File: src/rtl/game_round_ctrl.sv
// game_round_ctrl: round and score engine for the door-guessing game.
// It runs in the VGA_CLK domain and generates pseudo-random correct doors,
// a per-round countdown, per-player life tracking and game-over detection
// for NUM_PLAYERS players.
// Optional feature macro: GAME_SPEEDUP_EN. When it is defined, each new round
// is one tick shorter than the last, down to a floor of one tick.
module game_round_ctrl #(
  parameter int          NUM_PLAYERS  = 2,
  parameter int          NUM_DOORS    = 4,
  parameter int          LIVES_INIT   = 3,
  parameter int          TICK_DIV     = 25_000_000,
  parameter int          ROUND_TICKS  = 10,
  parameter int          REVEAL_TICKS = 2,
  parameter logic [15:0] LFSR_SEED    = 16'hACE1,
  localparam int         DOOR_W       = $clog2(NUM_DOORS),
  localparam int         LIFE_W       = 3,
  localparam int         TIME_W       = 8
) (
  input  logic                          clk,
  input  logic                          reset,
  input  logic                          start,
  input  logic [NUM_PLAYERS*DOOR_W-1:0] player_pos,
  output logic [NUM_PLAYERS*DOOR_W-1:0] correct_door,
  output logic [NUM_PLAYERS*LIFE_W-1:0] lives,
  output logic [TIME_W-1:0]             time_left,
  output logic                          time_up,
  output logic                          game_over,
  output logic [NUM_PLAYERS-1:0]        alive_mask,
  output logic [7:0]                    round_num
);

  localparam int CNT_W     = (TICK_DIV > 1) ? $clog2(TICK_DIV) : 1;
  localparam int ALIVE_MIN = (NUM_PLAYERS > 1) ? 1 : 0;
  localparam logic [NUM_PLAYERS*LIFE_W-1:0] LIVES_ALL = {NUM_PLAYERS{LIFE_W'(LIVES_INIT)}};

  typedef enum logic [1:0] {
    IDLE,
    ROUND,
    REVEAL,
    GAME_OVER
  } state_t;

  state_t                        state;
  logic [15:0]                   lfsr;
  logic [CNT_W-1:0]              tick_cnt;
  logic [7:0]                    reveal_cnt;
  logic                          reveal_entry;
  logic                          tick;
  logic [NUM_PLAYERS*LIFE_W-1:0] lives_upd;
  logic [NUM_PLAYERS-1:0]        alive_upd;
  logic [NUM_PLAYERS-1:0]        alive_eff;
  logic                          game_end;
  logic [7:0]                    round_inc;
  logic [TIME_W-1:0]             load_ticks;
  logic [NUM_PLAYERS*DOOR_W-1:0] door_pick;

  // The low bits of the LFSR supply the doors: player i gets lfsr[i*DOOR_W +: DOOR_W]
  assign door_pick = lfsr[NUM_PLAYERS*DOOR_W-1:0];

  // The Galois LFSR (taps 16,14,13,11) free-runs every cycle, so the doors depend on when start arrives
  always_ff @(posedge clk or negedge reset) begin
    if (!reset) begin
      lfsr <= LFSR_SEED;
    end else begin
      lfsr <= {1'b0, lfsr[15:1]} ^ (lfsr[0] ? 16'hB400 : 16'h0000);
    end
  end

  // Tick strobe, reveal-time life update, and the end-of-game test that uses the updated lives
  always_comb begin
    tick = 1'b0;
    if ((state == ROUND || state == REVEAL) && tick_cnt == CNT_W'(TICK_DIV - 1)) begin
      tick = 1'b1;
    end
    lives_upd = lives;
    alive_upd = alive_mask;
    for (int i = 0; i < NUM_PLAYERS; i++) begin
      if (lives[i*LIFE_W +: LIFE_W] != '0 &&
          player_pos[i*DOOR_W +: DOOR_W] != correct_door[i*DOOR_W +: DOOR_W]) begin
        lives_upd[i*LIFE_W +: LIFE_W] = lives[i*LIFE_W +: LIFE_W] - LIFE_W'(1);
      end
      alive_upd[i] = (lives_upd[i*LIFE_W +: LIFE_W] != '0);
    end
    alive_eff = reveal_entry ? alive_upd : alive_mask;
    game_end  = ($countones(alive_eff) <= ALIVE_MIN);
    round_inc = (round_num == 8'hFF) ? round_num : round_num + 8'd1;
  end

`ifdef GAME_SPEEDUP_EN
  logic [7:0] round_eff;

  // The countdown shrinks by one tick per completed round, with a floor of one tick
  always_comb begin
    round_eff = reveal_entry ? round_inc : round_num;
    if (round_eff >= 8'(ROUND_TICKS - 1)) begin
      load_ticks = TIME_W'(1);
    end else begin
      load_ticks = TIME_W'(ROUND_TICKS) - round_eff;
    end
  end
`else
  assign load_ticks = TIME_W'(ROUND_TICKS);
`endif

  // Round sequencing FSM with registered outputs; the tick counter restarts on every state change
  always_ff @(posedge clk or negedge reset) begin
    if (!reset) begin
      state        <= IDLE;
      tick_cnt     <= '0;
      reveal_cnt   <= '0;
      reveal_entry <= 1'b0;
      correct_door <= '0;
      lives        <= LIVES_ALL;
      time_left    <= '0;
      time_up      <= 1'b0;
      game_over    <= 1'b0;
      alive_mask   <= '1;
      round_num    <= '0;
    end else begin
      reveal_entry <= 1'b0;
      case (state)
        IDLE: begin
          if (start) begin
            state        <= ROUND;
            tick_cnt     <= '0;
            correct_door <= door_pick;
            time_left    <= TIME_W'(ROUND_TICKS);
          end
        end
        ROUND: begin
          if (tick) begin
            tick_cnt <= '0;
            if (time_left <= TIME_W'(1)) begin
              state        <= REVEAL;
              time_left    <= '0;
              time_up      <= 1'b1;
              reveal_cnt   <= '0;
              reveal_entry <= 1'b1;
            end else begin
              time_left <= time_left - TIME_W'(1);
            end
          end else begin
            tick_cnt <= tick_cnt + CNT_W'(1);
          end
        end
        REVEAL: begin
          if (reveal_entry) begin
            lives      <= lives_upd;
            alive_mask <= alive_upd;
            round_num  <= round_inc;
          end
          if (tick) begin
            tick_cnt <= '0;
            if (reveal_cnt == 8'(REVEAL_TICKS - 1)) begin
              time_up <= 1'b0;
              if (game_end) begin
                state     <= GAME_OVER;
                game_over <= 1'b1;
              end else begin
                state        <= ROUND;
                correct_door <= door_pick;
                time_left    <= load_ticks;
              end
            end else begin
              reveal_cnt <= reveal_cnt + 8'd1;
            end
          end else begin
            tick_cnt <= tick_cnt + CNT_W'(1);
          end
        end
        GAME_OVER: begin
          if (start) begin
            state        <= ROUND;
            tick_cnt     <= '0;
            reveal_cnt   <= '0;
            lives        <= LIVES_ALL;
            alive_mask   <= '1;
            round_num    <= '0;
            game_over    <= 1'b0;
            time_up      <= 1'b0;
            correct_door <= door_pick;
            time_left    <= TIME_W'(ROUND_TICKS);
          end
        end
        default: state <= IDLE;
      endcase
    end
  end

endmodule

File: config.mk
export PLATFORM = sky130hd
export DESIGN_NAME = game_round_ctrl
export DESIGN_NICKNAME = d
export VERILOG_FILES = /design/src/rtl/game_round_ctrl.sv
export SDC_FILE = /design/constraint.sdc
export NUM_CORES = 1
export LEC_CHECK = 0
export CAP_MARGIN = 5
export CORE_MARGIN = 3
export CORE_UTILIZATION = 56
export CTS_BUF_LIST = sky130_fd_sc_hd__clkbuf_4
export DETAILED_ROUTE_END_ITERATION = 16
export PLACE_DENSITY_LB_ADDON = 0.12
export SETUP_SLACK_MARGIN = 0.2
export SLEW_MARGIN = 20
export SYNTH_ARGS = -nofsm -noshare
export SYNTH_HDL_FRONTEND = slang
export SYNTH_SLANG_ARGS = --single-unit
File: constraint.sdc
create_clock -name clk -period 4.6 [get_ports clk]
set_input_delay 0.92 -clock clk [delete_from_list [all_inputs] [get_ports clk]]
set_output_delay 0.92 -clock clk [all_outputs]
set_load 0.01 [all_outputs]
==> key figures, run 1 <==
Critical path
  • CP arrival: 3.35 ns
  • Critical path peak fanout: 8
  • Reg-to-reg endpoint: correct_door[0]
  • Reg2reg start: lives[0]
  • CP delay by family, top: compound AO/OA/AOI/OAI gates
  • Worst EP required: 4.93 ns
  • Worst Reg-to-Reg Cells: 8
  • Setup crit end kind: register
  • Max stage delay on crit path: around 0.48 ns
  • Flop-to-flop setup slack: 1.60 ns
  • CP cell instances: clkdlybuf4s50_1 > xnor2_1 > a21oi_1 > mux2i_1 > o221ai_2 > a211oi_4 > mux2_2
  • Crit path buffers/inverters: 1
  • Startpoint Class: primary input
  • CP Class: in -> reg
  • CP max stage cell: mux2i_1

Power
  • Power Density: a little over 500 mW/mm^2
  • Internal: 1520 uW
  • Sw Ratio: 41.8%
  • Clock share of power: 16.8%
  • Psw: 1090 uW
  • Combinational Power Share: 45.3%
  • Peak VDD IR: between 0.0002 and 0.00025 V
  • Static Leak: between 0.002 and 0.0025 uW
  • Sequential Power Share: 37.9%

Logic synthesis
  • Ys flop type: dfrtp_1
  • Area leader, netlist: dfrtp_1
  • Top-count cell post-synth: dfrtp_1
  • Top-area cell type share of the netlist area: 37.7%
  • Post-synth top cells: dfrtp_1 (68), o21ai_0 (61), nand2_1 (50)
  • Mapped Nets: roughly 500
  • Register area share after synthesis: 45.9%
  • Mean Syn Cell Area: 9.40 um^2
  • Number of flops mapped to enable cells by yosys: 0
  • Synth warnings: 0
  • Synthesized flop and latch total: 82
  • Gate Count Post-Synth: 480
  • Largest cells by area after synthesis: dfrtp_1 (38%), dfstp_2 (8.2%), o21ai_0 (6.8%), nand2_1 (4.2%), ha_1 (3.9%)
  • Netlist cell types: 63
  • Post-synth ARST share: 100%
  • Mapped Area: 0.00451 mm^2

Clock network
  • # resized after CTS: 0
  • Cts hold-fix bufs: 0
  • H-tree levels: 3
  • Root buffer cell: clkbuf_4
  • Post-CTS Setup Inserts: 0
  • Clock Latency Late Sink: about 0.44 ns
  • Register clock-pin slew on the reported worst setup and hold paths: 0.15 ns
  • Total clock buffers created by CTS: 9
  • CTS tree: done
  • Maximum clock insertion buffer count: 2
  • Clk sinks: 82

Floorplanning
  • Core area: 0.00777 mm^2
  • Die Y: 95.8 um
  • # rows: 32
  • Initial Util: 58.1%
  • Die area: 0.00917 mm^2
  • Top Ports: 37
  • Die width: 95.8 um

Timing
  • Post-layout min period: about 3 ns
  • Worst-Margin Slew: 0.783 ns
  • Relative slew slack: 47.3%
  • Final setup TNS: 0 ns
  • Final Skew: ~0.024 ns
  • Final number of setup-violating endpoints: 0
  • Final hold vios: 0
  • RSZ-0062 raised after global routing: false
  • Max Fclk: between 300 and 400 MHz
  • Final period util: between 60% and 70%
  • Final Max Slew Viols: 0

Worst hold path
  • Hold Startpoint: lfsr[7]
  • Hold path cells: 0
  • Worst Hold Class: reg -> reg
  • Worst min-delay path endpoint: lfsr[6]

Routing
  • TritonRoute pass-1 iters: 4
  • Metal-1 WL: 4600 um
  • Vias per cell: 6.12
  • Metal3 WL: 407 um
  • Final wirelength: approximately 10000 um
  • WL met2: 5120 um
  • Antenna Violating Nets Remaining: 0
  • DR iter-0 viols: 140
  • DR top layer: met4
  • DRC: 0
  • Via Count: 3782
  • DR WL/cell: 16.6 um

GRT
  • GRT Util Overall: 24.1%
  • Number of global-route vias before repair: 3647
  • First-pass GRT wire length: 17400 um
  • Largest net degree at the start of global routing: 83
  • Initial antenna violation count: 0
  • Total gr overflow: 0

Place
  • Placed cell count: 602
  • Area after DPL: a little under 0.005 mm^2
  • RD Place Congestion: 0.838
  • I/O Buffers: 36
  • HPWL Detailed: 7060 um

Final layout
  • Finished Layout Cells: 618
  • Reg area: 0.00207 mm^2
  • Fraction of layout cells with a size suffix above 1: 11.2%
  • Multi-input combinational cell area: 0.00229 mm^2
  • # diodes: 0
  • Final net count: 532
  • Fin util: 65.5%
  • Final instance area: 0.00509 mm^2
  • Layout area overhead: 12.8%
  • Layout fillers: 636

Status
  • Result of the run: finished, final reports clean

Run
  • Max Cap Violations: 0
-- power by group through the flow --
stage / clock, uW / sequential (uW) / combinational (uW)
final: 440 / 991 / 1180
after CTS: 447 / 991 / 1180
after detailed placement: 0 / 1000 / 1180
after global routing: 482 / 1010 / 1330
after global placement: 0 / 999 / 1140
after floorplan: 0 / 1020 / 742
-- per-stage QoR --
stage / total power (uW) / hold slack, ns / worst slack, ns
detailed placement: 2180 / 0.340 / 1.10
global route: 2830 / 0.357 / 1.38
global placement: 2140 / 0.337 / 1.21
CTS: 2620 / 0.355 / 1.59
finish: 2610 / 0.348 / 1.58
floorplan: 1760 / 0.331 / 1.84
-- flip-flops by register name, summed over array words and instances (netlist names), 2 cells and up --
| name | flops |
|---|---|
| reveal_cnt | 8 |
| correct_door | 4 |
| state | 2 |
| round_num | 8 |
| tick_cnt | 25 |
| time_left | 8 |
| lives | 6 |
| lfsr | 16 |
| alive_mask | 2 |
-- metal layers --
metal / global-route usage, % / vias to the layer above
li1: - / 1843
met1: 31.7 / 1865
met2: 40.3 / 64
met3: 4.77 / 10
met4: 7.46 / 0
met5: 0 / -
-- placed cells by master, fill, tap and decap left out, types with 5 or more instances in the layout --
| cell | instances |
|---|---|
| nand3_1 | 17 |
| dfstp_2 | 14 |
| ha_1 | 14 |
| o31ai_1 | 10 |
| clkbuf_4 | 10 |
| and3_1 | 12 |
| nor4_1 | 5 |
| nand2_1 | 50 |
| a21o_1 | 6 |
| clkdlybuf4s50_1 | 35 |
| mux2_2 | 6 |
| o21ai_0 | 60 |
| a21oi_1 | 33 |
| a31oi_1 | 6 |
| a22o_1 | 5 |
| inv_1 | 16 |
| dfrtp_1 | 68 |
| nor3_1 | 16 |
| nor2b_1 | 7 |
| and2_1 | 6 |
| nand4_1 | 11 |
| nor2_1 | 18 |
-- worst reg2reg max path: stages (launching register included) --
cell	delay, ns
dfstp_2	0.59
inv_1	0.09
ha_1	0.24
nor2b_1	0.16
a21oi_1	0.22
mux2i_1	0.48
o221ai_2	0.33
a211oi_4	0.43
mux2_2	0.37
-- final cells by class --
type                       instances  area share (%)
clock buffer                      10            1.47
clock inverter                     6            1.33
inverter                          17            1.25
multi-input combinational        361            45.1
sequential                        82            40.7
tap                              102            2.51
timing repair buffer              40            7.69
-- worst max path at each step --
stage / start / endpoint / slack, ns / cells past startpoint
floorplan: player_pos[0] / correct_door[0] / 1.84 / 6
global placement: player_pos[0] / correct_door[1] / 1.21 / 7
detailed placement: player_pos[1] / correct_door[2] / 1.10 / 7
CTS: player_pos[0] / correct_door[0] / 1.59 / 7
global route: lives[0] / correct_door[0] / 1.38 / 8
finish: player_pos[0] / correct_door[0] / 1.58 / 7
-- cell families after synthesis --
kind of cell	after synthesis	synth area share, %
AO/OA/AOI/OAI	155	21.2
XOR/XNOR	8	1.55
adder cells (fa/ha/maj)	14	3.88
buffers and inverters	37	3.35
flip-flops	82	45.9
multiplexers	10	2.38
AND/OR/NAND/NOR	174	21.8
Note: power is estimated with default switching activity, not from simulation.
==> run 2: changes to the inputs <==
--- a/config.mk
+++ b/config.mk
@@ -7,7 +7,7 @@
 export LEC_CHECK = 0
 export CAP_MARGIN = 5
 export CORE_MARGIN = 3
-export CORE_UTILIZATION = 56
+export CORE_UTILIZATION = 55
 export CTS_BUF_LIST = sky130_fd_sc_hd__clkbuf_4
 export DETAILED_ROUTE_END_ITERATION = 16
 export PLACE_DENSITY_LB_ADDON = 0.12
==> constraint.sdc (replaced) <==
create_clock -name clk -period 2.65 [get_ports clk]
set_input_delay 0.53 -clock clk [delete_from_list [all_inputs] [get_ports clk]]
set_output_delay 0.53 -clock clk [all_outputs]
set_load 0.01 [all_outputs]
==> key figures, run 2 (synthesis results as in run 1) <==
Run
  • Max Cap Violations: 0

Timing
  • Final Max Slew Viols: 0
  • Relative slew slack: 63.2%
  • RSZ-0062 raised after global routing: true
  • Final Skew: ~0.027 ns
  • Final setup TNS: 0 ns
  • Final hold vios: 0
  • Worst-Margin Slew: around 0.55 ns
  • Post-layout min period: 2.41 ns
  • Max Fclk: around 410 MHz
  • Final number of setup-violating endpoints: 0
  • Setup ws final: 0.236 ns
  • Final period util: 91.1%

Clock network
  • Root buffer cell: clkbuf_4
  • Maximum clock insertion buffer count: 2
  • Total clock buffers created by CTS: 9
  • H-tree levels: 3
  • Clock Latency Late Sink: 0.45 ns
  • Cts hold-fix bufs: 0
  • Register clock-pin slew on the reported worst setup and hold paths: 0.15 ns
  • CTS tree: done
  • Clk sinks: 82

Critical path
  • CP arrival: around 2.8 ns
  • Startpoint Class: register
  • CP Class: reg -> reg
  • Reg-to-reg endpoint: correct_door[1]
  • Worst EP required: roughly 3.0 ns
  • Setup crit end kind: register
  • Worst Reg-to-Reg Cells: 9
  • Critical path peak fanout: 4
  • Reg2reg start: lives[1]
  • Flop-to-flop setup slack: approximately 0.24 ns

Floorplanning
  • Core area: 0.00785 mm^2
  • Die area: roughly 0.0093 mm^2
  • Initial Util: 57.5%
  • Die width: 96.6 um
  • Die Y: 96.6 um
  • Top Ports: 37
  • # rows: 32

Routing
  • TritonRoute pass-1 iters: 5
  • DR iter-0 viols: 181
  • Via Count: between 4000 and 5000
  • Final wirelength: between 10000 and 15000 um
  • DR WL/cell: 17.1 um
  • Vias per cell: 6.18
  • Antenna Violating Nets Remaining: 0
  • DRC: 0

Final layout
  • Layout fillers: 554
  • Most flops, register: tick_cnt
  • Largest register FFs: 25
  • # diodes: 0
  • Final instance area: between 0.005 and 0.006 mm^2
  • Layout area overhead: 27.7%
  • Largest regs: tick_cnt (25), lfsr (16)
  • Most frequent cells in the layout: dfrtp_1 (65), buf_4 (57), o21ai_0 (56)
  • Fraction of layout cells with a size suffix above 1: between 20% and 30%
  • Final net count: 588
  • Commonest non-fill, non-tap cell in the layout: dfrtp_1
  • Finished Layout Cells: 674

Place
  • Placed cell count: 635
  • RD Place Congestion: between 0.9 and 1
  • I/O Buffers: 36
  • HPWL Detailed: 7780 um
  • Area after DPL: 0.00529 mm^2
  • Place WS: -0.0488 ns

GRT
  • Met1 Usage GRT: 36.3%
  • First-pass GRT wire length: 19100 um
  • Met3 usage: 3.80%
  • Most Used Layer, Global Route: met2
  • Total gr overflow: 0
  • Number of global-route vias before repair: 3932
  • Initial antenna violation count: 0
  • Largest net degree at the start of global routing: 43
  • GR Layer Usage met2: 42.4%
  • GRT Util Overall: 26.4%

Worst hold path
  • Worst Hold Class: in -> async

Power
  • Total power: 5300 uW
  • Peak VDD IR: 0.000424 V
  • Power Density: 919 mW/mm^2
  • Static Leak: 0.00249 uW

Status
  • Result of the run: finished, final reports clean
-- run 2: how the worst max path moves through the flow --
stage / from / endpoint / slack, ns / depth (start not counted)
finish: lives[1] / correct_door[1] / 0.24 / 9
global route: reveal_cnt[1] / correct_door[1] / 0.16 / 9
CTS: lives[4] / correct_door[1] / 0.20 / 9
detailed placement: player_pos[0] / correct_door[1] / -0.05 / 7
global placement: player_pos[2] / correct_door[3] / 0.01 / 7
floorplan: lives[3] / correct_door[0] / 0.20 / 8
-- run 2: area by class of cell --
cell class / count / area (um^2) / share of cell area [%]
repair buffers: 96 / 832 / 14.4
clock inverters: 6 / 88.8 / 1.54
flip-flops and latches: 82 / 2070 / 36.0
well taps: 102 / 128 / 2.21
inverters: 17 / 68.8 / 1.19
clock buffers: 10 / 75.1 / 1.30
multi-input cells: 361 / 2500 / 43.3
-- run 2: worst max-delay path, cell delays in order (launching register included) --
cell      delay (ns)
dfstp_2         0.59
inv_4           0.06
ha_4            0.17
nor2b_4         0.13
a21oi_4         0.17
mux2i_4         0.29
o221ai_4        0.16
a211oi_4        0.30
buf_6           0.16
mux2_4          0.29
-- run 2: report_power, final --
part / internal, uW / switching, uW
logic: 1310 / 1440
registers: 1480 / 221
clock network: 395 / 449
-- run 2: stage by stage --
stage | hold slack (ns) | util [%]
after floorplan | 0.234 | -
after global placement | 0.335 | 67.5
after detailed placement | 0.339 | 67.5
after CTS | 0.0546 | 70.6
after global routing | 0.0615 | 73.5
final | 0.0512 | 73.5
-- run 2: repair_timing --
action / CTS / global route
setup endpoints to repair: 13 / 18
resized for setup: 8 / 27
pin swaps: 4 / 11
setup buffers: 6 / 17
-- run 2: layer usage --
layer	vias to the layer above	wire length (um)
met4	0	213
li1	1954	-
met2	144	5740
met3	18	561
met5	-	0
met1	2050	5010
==> RTL edit 1, RTL diff (config.mk and constraints of run 2) <==
Put one more register stage on the output `game_over`. The value now appears one clock later. The other outputs are not delayed to match.
--- a/src/rtl/game_round_ctrl.sv
+++ b/src/rtl/game_round_ctrl.sv
@@ -39,6 +39,8 @@
     REVEAL,
     GAME_OVER
   } state_t;
+
+  logic game_over_s0;
 
   state_t                        state;
   logic [15:0]                   lfsr;
@@ -113,7 +115,7 @@
       lives        <= LIVES_ALL;
       time_left    <= '0;
       time_up      <= 1'b0;
-      game_over    <= 1'b0;
+      game_over_s0 <= 1'b0;
       alive_mask   <= '1;
       round_num    <= '0;
     end else begin
@@ -155,7 +157,7 @@
               time_up <= 1'b0;
               if (game_end) begin
                 state     <= GAME_OVER;
-                game_over <= 1'b1;
+                game_over_s0 <= 1'b1;
               end else begin
                 state        <= ROUND;
                 correct_door <= door_pick;
@@ -176,7 +178,7 @@
             lives        <= LIVES_ALL;
             alive_mask   <= '1;
             round_num    <= '0;
-            game_over    <= 1'b0;
+            game_over_s0 <= 1'b0;
             time_up      <= 1'b0;
             correct_door <= door_pick;
             time_left    <= TIME_W'(ROUND_TICKS);
@@ -187,5 +189,9 @@
     end
   end
 
+  always_ff @(posedge clk) begin
+    game_over <= game_over_s0;
+  end
+
 endmodule
 
Check against the original RTL: same outputs for any inputs over 10 cycles, from zero or initial values and one cycle with reset low; that may be too few to reach the edited logic, so the function may still have changed.
==> RTL edit 1 against run 2 <==
Worst setup slack got worse by 98 ps; final area decreased by 2.1%; utilization increased by 1.9 points; total power decreased by 7.7%; worst hold slack got worse by 8.3 ps; sequential cell count increased by 1; first-iteration DRC count increased by 38%; cell count decreased by 2.8%; routed wire length decreased by 0.44%; synthesized cell count decreased by 3.1%; count of clock-buffer cells in the layout unchanged; via count decreased by 2.7%; area after synthesis decreased by 3.4%; non-clock buffer count decreased by 7.
==> RTL edit 1: results (changes against run 2) <==
| Metric | Value |
|---|---|
| Buffer share of cell area | `0.1390 (-0.005352)` |
| Overall routing resource usage | `0.2511 (-0.01286)` |
| DRT Pass-1 Iters | `6 (+1)` |
| Vias in the first global route | `3875 (-1.4%)` |
| Avg Cell Area, Syn | `9.372 µm² (-0.32%)` |
| Worst path top cell family by delay | `simple AND/OR/NAND/NOR gates` |
| FF-to-FF Start | `state[0]` |
| Largest cells by area after synthesis | `dfrtp_1 (39%), dfstp_2 (8.4%), o21ai_0 (7.9%)` |
| Post-synth cell types | `61 (-3.2%)` |
| Fin Hold WS | `42.95 ps (-8.267 ps)` |
| Critical Path AT | `2910 ps (+140 ps)` |
| Layout area overhead | `29.51%` |
| Share of cells above drive strength 1 | `0.2572 (+0.01419)` |
| Slowest cell on crit path | `nor2_1` |
| Fraction of area in registers | `0.3704 (+0.01076)` |
| Status | `completed` |
| Compound-Gate Fraction of Synth Area | `0.1941 (-0.01772)` |
| Peak supply drop | `0.4855 mV (+14%)` |
| 1st-iter DRT viols | `250 (+38%)` |
| Signal buffers | `89 (-7.3%)` |
| Net Sw Power | `1.972 mW (-6.6%)` |
| Inverters | `16 (-1)` |
| Fin nets | `572 (-2.7%)` |
| Synth top cells by count | `o21ai_0 (69), dfrtp_1 (68), nand2_1 (42), nor2_1 (37), a21oi_1 (24)` |
| Sequential cells | `83 (+1.2%)` |
| Design area | `5644 µm² (-2.1%)` |
| Routability cong. | `0.8535 (-5.8%)` |
| R2r setup slk | `140 ps (-100 ps)` |
| Multi-input combinational area share | `0.4274 (-0.006072)` |
| Post-Layout Cell Count | `655 (-2.8%)` |
| Placed instance count | `618 (-2.7%)` |
| Clk_skew | `21.16 ps (-5.437 ps)` |
| Relative slew slack | `0.5738 (-0.05812)` |
| Critical path peak fanout | `8 (+4)` |
| Adder-cell share of the synthesized area | `0.04020 (+0.001382)` |
| #MultiIn Comb | `352 (-2.5%)` |
| Mux cell area share after synthesis | `0.02010 (-0.003745)` |
-- RTL edit 1: cell types whose count changed after synthesis, moves of 4 or more --
| cell | run 2 | this run |
|---|---|---|
| a21oi_1 | 33 | 24 |
| a31oi_1 | 6 | 12 |
| and3_1 | 12 | 7 |
| nand2_1 | 50 | 42 |
| nand3_1 | 17 | 21 |
| nor2_1 | 18 | 37 |
| nor2b_1 | 8 | 3 |
| o21ai_0 | 61 | 69 |
| or4_1 | 1 | 5 |
-- RTL edit 1: power by group through the flow --
stage | registers [mW] | logic (mW) | clock network [mW]
after detailed placement | 1.71 | 1.88 | 0
after global routing | 1.73 | 2.52 | 0.972
after global placement | 1.70 | 1.82 | 0
final | 1.70 | 2.30 | 0.897
after CTS | 1.67 | 2.02 | 0.902
after floorplan | 1.73 | 1.11 | 0
-- RTL edit 1: repair_timing --
| action | 4_1_cts | 5_1_grt |
|---|---|---|
| resized for setup | 20 | 46 |
| gates cloned | 0 | 2 |
| setup endpoints to repair | 17 | 25 |
| hold endpoints to repair | 0 | 0 |
| pin swaps | 7 | 24 |
| buffers inserted | 10 | 9 |
-- RTL edit 1: per-layer routing --
metal	track usage	up-vias	wire length, µm
met5	0	-	0
met3	0.03788	19	529
met2	0.4163	134	5729
li1	-	1883	-
met1	0.3352	2018	5019
met4	0.09255	0	201
-- RTL edit 1: how the worst max path moves through the flow --
stage          cells after the start  slack (ps)       endpoint          start
3_5_place_dp                       8        -210   time_left[1]  player_pos[1]
4_1_cts                            9         200  reveal_cnt[7]       state[1]
2_1_floorplan                      9         190   time_left[6]  reveal_cnt[1]
6_report                           9         140  reveal_cnt[0]       state[0]
3_3_place_gp                       8         -70   time_left[1]  player_pos[0]
5_1_grt                            8          -7   time_left[4]   time_left[5]
==> RTL edit 2, RTL diff (settings of run 2) <==
Made on the original files. Add a define of `GAME_SPEEDUP_EN`.
--- a/src/rtl/game_round_ctrl.sv
+++ b/src/rtl/game_round_ctrl.sv
@@ -4,6 +4,8 @@
 // for NUM_PLAYERS players.
 // Optional feature macro: GAME_SPEEDUP_EN. When it is defined, each new round
 // is one tick shorter than the last, down to a floor of one tick.
+`define GAME_SPEEDUP_EN
+
 module game_round_ctrl #(
   parameter int          NUM_PLAYERS  = 2,
   parameter int          NUM_DOORS    = 4,
Formal check against the unedited RTL: no difference found for any inputs over 10 cycles, from zero or initial values and one cycle with reset low; that may be too few to reach the edited logic, so the function may still have changed.
==> RTL edit 2 against run 2 <==
The run now ends with setup timing left; cell count rose by 3.0%; sequential cell count did not move; area after synthesis rose by 2.7%; routed wire length is 2.4% higher; final area increased by 4.4%; worst hold slack worse by 31 ps; worst setup slack got worse by 270 ps; critical endpoint is now correct_door[0].
Power is not compared: it rests on default switching activity, and its combinational part moved more than twofold at a synthesized area within 25%.
==> RTL edit 2: results (changes against run 2) <==
| Metric | Value |
|---|---|
| Synth top cells by count | `dfrtp_1 (68), nor2_1 (47), o21ai_0 (45), nand2_1 (39), a21oi_1 (29)` |
| Area of the multi-input gates | `2655 µm² (+6.3%)` |
| 1st-iter DRT viols | `183 (+1.1%)` |
| Routability cong. | `0.8518 (-6.0%)` |
| XOR/XNOR share of the synthesized area | `0.03967 (+0.02414)` |
| Signal buffers | `100 (+4.2%)` |
| Setup TNS | `-107.3 ps (-107.3 ps)` |
| Placed instance count | `661 (+4.1%)` |
| Adder-cell share of the synthesized area | `0.04587 (+0.007058)` |
| ClkCell Share | `0.02099 (-0.007446)` |
| Compound-Gate Fraction of Synth Area | `0.2078 (-0.004039)` |
| Status | `finished, violations left` |
| Clk_skew | `14.10 ps (-12.49 ps)` |
| Fin util | `0.7557 (+0.02112)` |
| Via density | `6.085 (-1.6%)` |
| Routed length per placed instance | `17.02 µm (-0.51%)` |
| Largest cells by area after synthesis | `dfrtp_1 (37%), dfstp_2 (7.9%), o21ai_0 (4.9%)` |
| Top routing layer in use | `met4` |
| Post-synth cell types | `64 (+1.6%)` |
| CTS root buf | `clkbuf_4` |
| Dpl hpwl | `7933 µm (+2.0%)` |
| Share of cells above drive strength 1 | `0.2534 (+0.01037)` |
| Largest net degree at the start of global routing | `49 (+14%)` |
| First-pass GRT wire length | `19000 µm (-0.61%)` |
| Flop pwr share | `0.625` |
| Area after DPL | `5527 µm² (+4.4%)` |
| Syn nets | `521 (+4.0%)` |
| Cells resized by post-CTS repair | `23 (+15)` |
| #MultiIn Comb | `369 (+2.2%)` |
| Register area | `2072 µm² (about the same)` |
| Cells after Synth | `497 (+3.5%)` |
| Global Route met1 Usage | `0.3052 (-0.05752)` |
| Met2 usage | `0.4037 (-0.01990)` |
| Sequential cells | `82 (unchanged)` |
| DR vias | `4223 (+1.4%)` |
| Pwr top | `sequential cells` |
| Wire length on met2 | `6052 µm (+5.4%)` |
| Critical path peak fanout | `5 (+1)` |
| DP Worst Slack | `-478.5 ps (-429.6 ps)` |
| Setup Viol. Count Final | `4 (+4)` |
| Setup Buffers After CTS | `6 (unchanged)` |
| Vias in the first global route | `4111 (+4.6%)` |
| Final WS setup | `-35.13 ps (-270.7 ps)` |
| Sequential share of the synthesized area | `0.4463 (-0.01225)` |
| Inverters | `25 (+8)` |
| Critical Path AT | `3020 ps (+250 ps)` |
| Mux cell area share after synthesis | `0.01187 (-0.01197)` |
| Buffer share of cell area | `0.1563 (+0.01193)` |
| Failing checks | `setup timing` |
| Met3 Track Usage GR | `0.05143 (+0.01347)` |
| Met3 Wirelength | `476 µm (-15%)` |
| Met1 WL | `5129 µm (+2.3%)` |
| Relative slew slack | `0.6570 (+0.02511)` |
| Overall routing resource usage | `0.2373 (-0.02666)` |
| Fillers | `569 (+2.7%)` |
| Fin nets | `611 (+3.9%)` |
| DRT Pass-1 Iters | `4 (-1)` |
| TritonCTS buffer count | `9 (unchanged)` |
RTL edit 2: cell count changes in the layout (fill, tap and decap cells not counted), sizes merged, moves of 9 or more:
cell	run 2	this run
nor3	17	8
xnor2	4	15
inv	17	27
o21ai	64	46
nor2	18	47
nand2	50	40
RTL edit 2: worst paths after layout:
path | from | end | slack [ps] | depth (start not counted)
min in group clk | lfsr[12] | lfsr[11] | 360 | 0
worst max-delay path | lives[1] | correct_door[0] | -40 | 10
max in group asynchronous | reset | lfsr[10] | 1950 | 2
worst min register to register | lfsr[12] | lfsr[11] | 360 | 0
worst min-delay path | reset | round_num[2] | 20 | 1
worst max register to register | lives[1] | correct_door[0] | -40 | 10
RTL edit 2: critical path: stages, from the launching register on:
cell and delay [ps]:
dfstp_2 580, inv_4 50, ha_4 150, nor2b_4 120
a32oi_1 170, or3b_4 420, a211oi_4 340, o21bai_4 90
a211oi_4 200, buf_6 150, mux2_4 290
